$ cat config.mk
export PLATFORM = sky130hd
export DESIGN_NAME = seg_scan_driver_flat
export DESIGN_NICKNAME = d
export VERILOG_FILES = /design/src/rtl/seg_scan_driver_pkg.sv /design/src/rtl/seg_scan_driver_if.sv /design/src/rtl/seg_scan_driver_bcd_to_seg.sv /design/src/rtl/seg_scan_driver.sv /design/src/flat_wrapper.sv
export SDC_FILE = /design/constraint.sdc
export NUM_CORES = 1
export LEC_CHECK = 0
export ABC_AREA = 1
export BUFFER_PORTS_ARGS = -buffer_cell sky130_fd_sc_hd__buf_2
export CAP_MARGIN = 20
export CORE_ASPECT_RATIO = 0.7
export CORE_UTILIZATION = 62
export DETAILED_ROUTE_END_ITERATION = 16
export MAX_ROUTING_LAYER = met4
export PLACE_DENSITY_LB_ADDON = 0.15
export SLEW_MARGIN = 25
export SYNTH_ARGS = -nofsm -noshare
export SYNTH_HDL_FRONTEND = slang
export SYNTH_SLANG_ARGS = --single-unit
$ cat constraint.sdc
create_clock -name clk -period 3.35 [get_ports clk]
set_input_delay 0.5025 -clock clk [delete_from_list [all_inputs] [get_ports clk]]
set_output_delay 0.5025 -clock clk [all_outputs]
set_load 0.01 [all_outputs]
$ cat src/rtl/seg_scan_driver_pkg.sv
// Purpose : shared constants and types for the seven-segment scan driver.
// Latency : n/a (declarations only).
// Backpressure: n/a.
// Contents: segment codes {dp,g,f,e,d,c,b,a} active-low, digit count, anode-off pattern.
package seg_pkg;

    localparam int NUM_DIGITS = 4;

    typedef logic [3:0] bcd_t;
    typedef logic [7:0] seg_t;
    typedef logic [NUM_DIGITS-1:0] an_t;

    // Active-low segment patterns; dp (bit 7) is always 1 (off).
    localparam seg_t SEG_0     = 8'hC0;
    localparam seg_t SEG_1     = 8'hF9;
    localparam seg_t SEG_2     = 8'hA4;
    localparam seg_t SEG_3     = 8'hB0;
    localparam seg_t SEG_4     = 8'h99;
    localparam seg_t SEG_5     = 8'h92;
    localparam seg_t SEG_6     = 8'h82;
    localparam seg_t SEG_7     = 8'hF8;
    localparam seg_t SEG_8     = 8'h80;
    localparam seg_t SEG_9     = 8'h90;
    localparam seg_t SEG_BLANK = 8'hFF;

    localparam an_t AN_OFF = 4'b1111;

endpackage

$ cat src/rtl/seg_scan_driver_if.sv
// Purpose : bundles the digit/blink inputs and the an/seg display outputs.
// Latency : n/a (wiring only).
// Backpressure: none; the display side is free-running.
// Modports: master drives digits/blink and observes an/seg; slave is the driver.
interface seg_scan_driver_if;
    import seg_pkg::*;

    bcd_t            digit0;
    bcd_t            digit1;
    bcd_t            digit2;
    bcd_t            digit3;
    logic            blink_en;
    logic [3:0]      blink_mask;
    an_t             an;
    seg_t            seg;

    modport master (
        output digit0, digit1, digit2, digit3, blink_en, blink_mask,
        input  an, seg
    );

    modport slave (
        input  digit0, digit1, digit2, digit3, blink_en, blink_mask,
        output an, seg
    );
endinterface

$ cat src/rtl/seg_scan_driver_bcd_to_seg.sv
// Purpose : BCD digit to active-low seven-segment pattern; 10-15 blank.
// Latency : combinational, zero cycles.
// Backpressure: none.
// Ports   : i_bcd (4-bit digit) -> o_seg ({dp,g,f,e,d,c,b,a}, active-low).
module bcd_to_seg
    import seg_pkg::*;
(
    input  bcd_t i_bcd,
    output seg_t o_seg
);

    always_comb begin
        o_seg = SEG_BLANK;
        case (i_bcd)
            4'd0:    o_seg = SEG_0;
            4'd1:    o_seg = SEG_1;
            4'd2:    o_seg = SEG_2;
            4'd3:    o_seg = SEG_3;
            4'd4:    o_seg = SEG_4;
            4'd5:    o_seg = SEG_5;
            4'd6:    o_seg = SEG_6;
            4'd7:    o_seg = SEG_7;
            4'd8:    o_seg = SEG_8;
            4'd9:    o_seg = SEG_9;
            default: o_seg = SEG_BLANK;
        endcase
    end

endmodule

$ cat src/rtl/seg_scan_driver.sv
// Purpose : time-multiplexes four BCD digits onto a common-anode display with per-frame snapshot and blink.
// Latency : an/seg registered; they reflect the post-edge digit index on the same edge idx advances.
// Backpressure: none; free-running scan, inputs are sampled whenever needed.
// Ports   : clk, rst (sync, active-high); io_bus.slave carries digit0..3, blink_en, blink_mask in and an, seg out.
module seg_scan_driver
    import seg_pkg::*;
#(
    parameter int SCAN_DIV     = 50000,
    parameter int BLINK_FRAMES = 250
)(
    input  logic               clk,
    input  logic               rst,
    seg_scan_driver_if.slave   io_bus
);

    localparam int SCAN_W  = $clog2(SCAN_DIV);
    localparam int FRAME_W = (BLINK_FRAMES > 1) ? $clog2(BLINK_FRAMES) : 1;

    localparam logic [SCAN_W-1:0]  SCAN_LAST  = SCAN_W'(SCAN_DIV - 1);
    localparam logic [FRAME_W-1:0] FRAME_LAST = FRAME_W'(BLINK_FRAMES - 1);

    logic [SCAN_W-1:0]  r_scan_cnt;
    logic [1:0]         r_idx;
    bcd_t               r_snap [NUM_DIGITS];
    logic [FRAME_W-1:0] r_frame_cnt;
    logic               r_blink_phase;
    an_t                r_an;
    seg_t               r_seg;

    logic               w_term;
    logic               w_frame_wrap;
    logic               w_blink_wrap;
    logic [1:0]         w_idx_nxt;
    logic               w_phase_nxt;
    bcd_t               w_digit;
    seg_t               w_seg;
    an_t                w_an_nxt;

    assign w_term       = (r_scan_cnt == SCAN_LAST);
    assign w_idx_nxt    = w_term ? (r_idx + 2'd1) : r_idx;
    assign w_frame_wrap = w_term && (r_idx == 2'd3);
    assign w_blink_wrap = w_frame_wrap && (r_frame_cnt == FRAME_LAST);
    assign w_phase_nxt  = r_blink_phase ^ w_blink_wrap;

    // On the frame-wrap edge the snapshot is being reloaded, so digit 0 of the
    // new frame comes straight from the live input rather than the stale snap.
    always_comb begin
        w_digit = r_snap[w_idx_nxt];
        if (w_frame_wrap) begin
            w_digit = io_bus.digit0;
        end
    end

    bcd_to_seg u_bcd_to_seg (
        .i_bcd (w_digit),
        .o_seg (w_seg)
    );

    // Blink uses the post-edge phase so an matches the state it is registered with.
    always_comb begin
        w_an_nxt = ~(an_t'(1) << w_idx_nxt);
        if (io_bus.blink_en && io_bus.blink_mask[w_idx_nxt] && w_phase_nxt) begin
            w_an_nxt = AN_OFF;
        end
    end

    always_ff @(posedge clk) begin
        if (rst) begin
            r_scan_cnt    <= '0;
            r_idx         <= 2'd0;
            for (int i = 0; i < NUM_DIGITS; i++) begin
                r_snap[i] <= 4'd0;
            end
            r_frame_cnt   <= '0;
            r_blink_phase <= 1'b0;
            r_an          <= 4'b1110;
            r_seg         <= SEG_0;
        end else begin
            r_scan_cnt    <= w_term ? '0 : (r_scan_cnt + SCAN_W'(1));
            r_idx         <= w_idx_nxt;
            r_blink_phase <= w_phase_nxt;
            r_an          <= w_an_nxt;
            r_seg         <= w_seg;
            if (w_frame_wrap) begin
                r_snap[0]   <= io_bus.digit0;
                r_snap[1]   <= io_bus.digit1;
                r_snap[2]   <= io_bus.digit2;
                r_snap[3]   <= io_bus.digit3;
                r_frame_cnt <= w_blink_wrap ? '0 : (r_frame_cnt + FRAME_W'(1));
            end
        end
    end

    assign io_bus.an  = r_an;
    assign io_bus.seg = r_seg;

endmodule

$ cat src/flat_wrapper.sv
// flat-port wrapper written by rule: the top's interface ports become plain ports
module seg_scan_driver_flat import seg_pkg::*;
#(
    parameter int SCAN_DIV     = 50000,
    parameter int BLINK_FRAMES = 250
)
  (clk, rst, io_bus_digit0, io_bus_digit1, io_bus_digit2, io_bus_digit3, io_bus_blink_en, io_bus_blink_mask, io_bus_an, io_bus_seg);
  seg_scan_driver_if io_bus_i ();
  input  logic clk;
  input  logic rst;
  input wire logic [$bits(io_bus_i.digit0)-1:0] io_bus_digit0;
  input wire logic [$bits(io_bus_i.digit1)-1:0] io_bus_digit1;
  input wire logic [$bits(io_bus_i.digit2)-1:0] io_bus_digit2;
  input wire logic [$bits(io_bus_i.digit3)-1:0] io_bus_digit3;
  input wire logic [$bits(io_bus_i.blink_en)-1:0] io_bus_blink_en;
  input wire logic [$bits(io_bus_i.blink_mask)-1:0] io_bus_blink_mask;
  output wire logic [$bits(io_bus_i.an)-1:0] io_bus_an;
  output wire logic [$bits(io_bus_i.seg)-1:0] io_bus_seg;
  assign io_bus_i.digit0 = io_bus_digit0;
  assign io_bus_i.digit1 = io_bus_digit1;
  assign io_bus_i.digit2 = io_bus_digit2;
  assign io_bus_i.digit3 = io_bus_digit3;
  assign io_bus_i.blink_en = io_bus_blink_en;
  assign io_bus_i.blink_mask = io_bus_blink_mask;
  assign io_bus_an = io_bus_i.an;
  assign io_bus_seg = io_bus_i.seg;
  seg_scan_driver #(.SCAN_DIV(SCAN_DIV), .BLINK_FRAMES(BLINK_FRAMES)) u_core (.clk(clk), .rst(rst), .io_bus(io_bus_i));
endmodule
==> metrics.sh <==
POST-ROUTE-DRC-COUNT=0
ANTENNADIODECOUNT=0
SYNTH.YOSYS.SEQ_AREA_SHARE_PCT=44.79
DIE-AREA_UM2=4745
SYNTH_TOP_FLOP_CELL='sky130_fd_sc_hd__dfxtp_1'
VDD_IR_DROP_MAX_mV=0.3794
SYNTH_TOP_FAMILY_BY_AREA='simple AND/OR/NAND/NOR gates'
USE_MET3_PCT=5.669
NUMBER_OF_CLOCK_SINKS=54
NUMBER_OF_BUFFERS_CREATED_BY_CTS=5
WL_PER_CELL_UM=12.56
SYN-INSTANCE-COUNT=341
SYNTH-ASYNC-RESET-RATIO_PCT=0
AREA.SEQUENTIAL_UM2=1241
MAX-CAP-VIOLATIONS=0
STATUS='finished, final reports clean'
YOSYS.AREA_SHARE.ADDER_PCT=2.257
POSTROUTEANTENNANETS=0
SYNTHESIS.NETS=369
DIE_HEIGHT_UM=57.94
GP_ROUTABILITY_CONGESTION=0.8670
IO-PIN-COUNT=35
POST-ROUTE-MIN-PERIOD_NS=2.365
HPWL_UM=4126
HOLD_PATH_DEPTH=1
CTS_SETUP_BUFFERS=0
R2R.WORST_PATH.CELLS=14
PORTBUFFERS=33
CLOCK_TREE.HTREE_LEVEL_COUNT=2
CLK_TRANSITION_REPORTED_PATHS_NS=0.09
WORST_CLOCK_SKEW_NS=0.01078
SYNTH.YOSYS.WARNINGS=0
CORE_REGION_AREA_UM2=4089
POST_ROUTE_CELLS_DRIVE_ABOVE_1_SHARE_PCT=19.84
DETAIL_ROUTE.FIRST_PASS.ITERATIONS=4
MAX_SLEW.WORST_PIN.SLEW_NS=0.6904
POST_DRT_VIA_CELL_RATIO=5.140
GLOBAL_ROUTE.OVERFLOW_TOTAL=0
MULTIINPUTGATEAREA_UM2=1325
FINAL_MIN_PERIOD_OVER_CLOCK_PERIOD_PCT=70.60
CRITICAL_PATH_ARRIVAL_NS=2.60
TIMING.SETUP.TNS_NS=0
SYNTH_XOR_XNOR_AREA_SHARE_PCT=2.212
CLK_LATENCY_NS=0.31
CTS_TREE='done'
SYNTH_TOP_AREA_CELL='sky130_fd_sc_hd__dfxtp_1'
BUSIEST_LAYER_IN_GLOBAL_ROUTING='met1'
HOLD_WS_NS=0.4667
SYNTH_CELL_TYPES=40
PWR_DENSITY_CELL_nW_PER_UM2=384.6
DRT_ITER0_DRC=164
CHIPWIDTH_UM=81.91
NUMBER_OF_HOLD_SLACK_VIOLATIONS_IN_THE_FINAL_TIMING_REPORT=0
ORIGIN_OF_THE_WORST_SETUP_PATH='u_core.r_scan_cnt[0]'
SYNTHTOLAYOUTAREAGROWTH_PCT=11.47
ROUTE.FINAL.WIRE_LENGTH_UM=5401
COMPOUND_GATE_PORTION_OF_THE_SYNTHESIZED_AREA_PCT=5.553
CTS_REPAIR_RESIZE_COUNT=0
SYNTH_EDF_COUNT=16
FMAX_MHz=422.8
CTS_BUFFER_DEPTH=2
SYNTH_MUX_AREA_SHARE_PCT=0
WORSTHOLDPATHTYPE='flip-flop to flip-flop'
FIRST_GLOBAL_VIAS=2012
WORST-SETUP-PATH-TYPE='flip-flop to flip-flop'
RR_STARTPOINT='u_core.r_scan_cnt[0]'
FINAL.FILL_COUNT=308
MAXSLEWVIOLCOUNT=0
TOP_AREA_CELL_TYPE_SHARE_OF_THE_NETLIST_AREA_PCT=27.45
GLOBAL_ROUTE_TRACK_USAGE_ON_MET1_PCT=40.10
SYNTHTOPCELLSBYAREA='sky130_fd_sc_hd__dfxtp_1 (27%), sky130_fd_sc_hd__edfxtp_1 (17%), sky130_fd_sc_hd__nand2_1 (8.5%), sky130_fd_sc_hd__nor2_1 (6.6%), sky130_fd_sc_hd__inv_1 (6.1%)'
STD_CELL_ROWS=19
CTS_ROOT_BUF='sky130_fd_sc_hd__clkbuf_8'
POSTSYNTHREGISTERBITS=54
TRACK_USAGE_PCT=26.99
DR_TOTAL_VIAS=2210
INITIAL_UTILIZATION_PCT=67.78
P_LEAK_nW=1.391
CTS.HOLD.BUFFERS_ADDED=0
UNREPAIRED_SETUP_ENDPOINTS_AFTER_GLOBAL_ROUTING='false'
MIN-DELAY-START='u_core.r_scan_cnt[0]'
CRITICAL_PATH_PEAK_FANOUT=10
TIMING.SLEW.HEADROOM_PCT=53.86
ANTENNA_FOUND_INITIAL=0
WIRE_LENGTH_OF_THE_FIRST_GLOBAL_ROUTING_PASS_UM=9280
GRT.MET2_USAGE_PCT=36.84
SYNTHESIZED_AREA_PER_CELL_UM2=8.127
GRT_MAX_DEGREE=18
REPORT.FINAL.SETUP_VIOL=0
START_KIND='flip-flop'
COMBINED_AREA_OF_ALL_SYNTHESIZED_CELLS_UM2=2771
SYNTHSIMPLEGATEAREAFRAC_PCT=37.65
LAYOUT.NETS=405
TIMING.CRITICAL_PATH.TO_TYPE='flip-flop'
CRIT_REQUIRED_NS=3.59
[flip-flops by register name (all words and copies together), names as in the netlist]
register / flops
u_core.io_bus.an: 4
u_core.r_frame_cnt: 8
u_core.r_snap: 16
u_core.io_bus.seg: 7
u_core.r_idx: 2
u_core.r_scan_cnt: 16
u_core.r_blink_phase: 1
[where the power goes]
group	switching, mW	internal [mW]	leakage, nW	total [mW]
clock	0.199	0.221	0.0528	0.420
combinational	0.0452	0.0291	0.869	0.0742
sequential	0.00697	0.687	0.470	0.694
[cell usage after synthesis, drive strengths merged (2+ instances only)]
cell    instances
dfxtp          38
nor4            3
buf             2
clkbuf          2
nor2           53
nor3b           6
or2             3
o21ai           6
nand2          80
nand3          29
xor2            7
nor3           11
a21oi          14
nand3b          2
edfxtp         16
ha              5
nand4           8
inv            49
[final timing paths]
kind	endpoint	slack (ns)
min reg2reg	u_core.r_scan_cnt[0]	0.47
max	u_core.io_bus.seg[3]	0.99
min	u_core.r_scan_cnt[0]	0.47
max reg2reg	u_core.io_bus.seg[3]	0.99
[critical path: stages (launching register included)]
cell                      delay (ns)
sky130_fd_sc_hd__dfxtp_1        0.37
sky130_fd_sc_hd__ha_1           0.26
sky130_fd_sc_hd__nand3_4        0.15
sky130_fd_sc_hd__nor2_8         0.17
sky130_fd_sc_hd__nand3_4        0.16
sky130_fd_sc_hd__nand2_8        0.15
sky130_fd_sc_hd__nand2_1        0.06
sky130_fd_sc_hd__nand3_1        0.10
sky130_fd_sc_hd__nand3_2        0.09
sky130_fd_sc_hd__nand2_4        0.11
sky130_fd_sc_hd__inv_1          0.06
sky130_fd_sc_hd__ha_1           0.28
sky130_fd_sc_hd__nand2_1        0.08
sky130_fd_sc_hd__nand3_1        0.08
sky130_fd_sc_hd__a21oi_1        0.15
[final cells by class]
class | count | area share (%)
tap | 52 | 2.106
sequential | 54 | 40.18
inverter | 49 | 6.035
clock buffer | 6 | 2.349
timing repair buffer | 33 | 5.346
clock inverter | 2 | 1.094
multi-input combinational | 234 | 42.89
[stage by stage]
| step | power (mW) | setup WS, ns | area (um2) | std cells | utilization, % |
|---|---|---|---|---|---|
| 6_report | 1.188 | 0.9850 | 3089 | 430 | 75.55 |
| 5_1_grt | 1.239 | 0.8243 | 3089 | 430 | 75.55 |
| 4_1_cts | 1.198 | 1.001 | 3089 | 430 | 75.55 |
| 3_5_place_dp | 0.7833 | 1.025 | 2983 | 422 | 72.95 |
| 3_3_place_gp | 0.7800 | 1.171 | 2983 | 422 | 72.95 |
| 2_1_floorplan | 0.7540 | 1.292 | 2771 | 341 | - |
[placed cells by master, fill, tap and decap left out, types with 7 or more instances in the layout]
cell                       synthesis  layout
sky130_fd_sc_hd__xor2_1            7       7
sky130_fd_sc_hd__inv_1            45      45
sky130_fd_sc_hd__nand4_1           8       8
sky130_fd_sc_hd__nand2_1          63      63
sky130_fd_sc_hd__edfxtp_1         16      16
sky130_fd_sc_hd__nor3_1           10      10
sky130_fd_sc_hd__nand2_2          10      10
sky130_fd_sc_hd__nand3_1          24      24
sky130_fd_sc_hd__buf_2             0      33
sky130_fd_sc_hd__a21oi_1          13      13
sky130_fd_sc_hd__nor2_1           49      49
sky130_fd_sc_hd__dfxtp_1          38      38
[routing by layer]
metal	routed length [um]	share of wire [%]	vias to the layer above
met5	0	0	-
met2	2219	41	62
met3	291	5.4	10
li1	-	-	1170
met4	59	1.1	0
met1	2831	52	968
[cells by family after synthesis]
| family | Yosys count |
|---|---|
| adders and majority gates | 5 |
| buffers and inverters | 53 |
| and+or+nand+nor | 196 |
| DFF | 54 |
| other | 1 |
| xor gates and xnor gates | 7 |
| AOI/OAI and AO/OA | 25 |
Power figures use the tool's default switching activity.
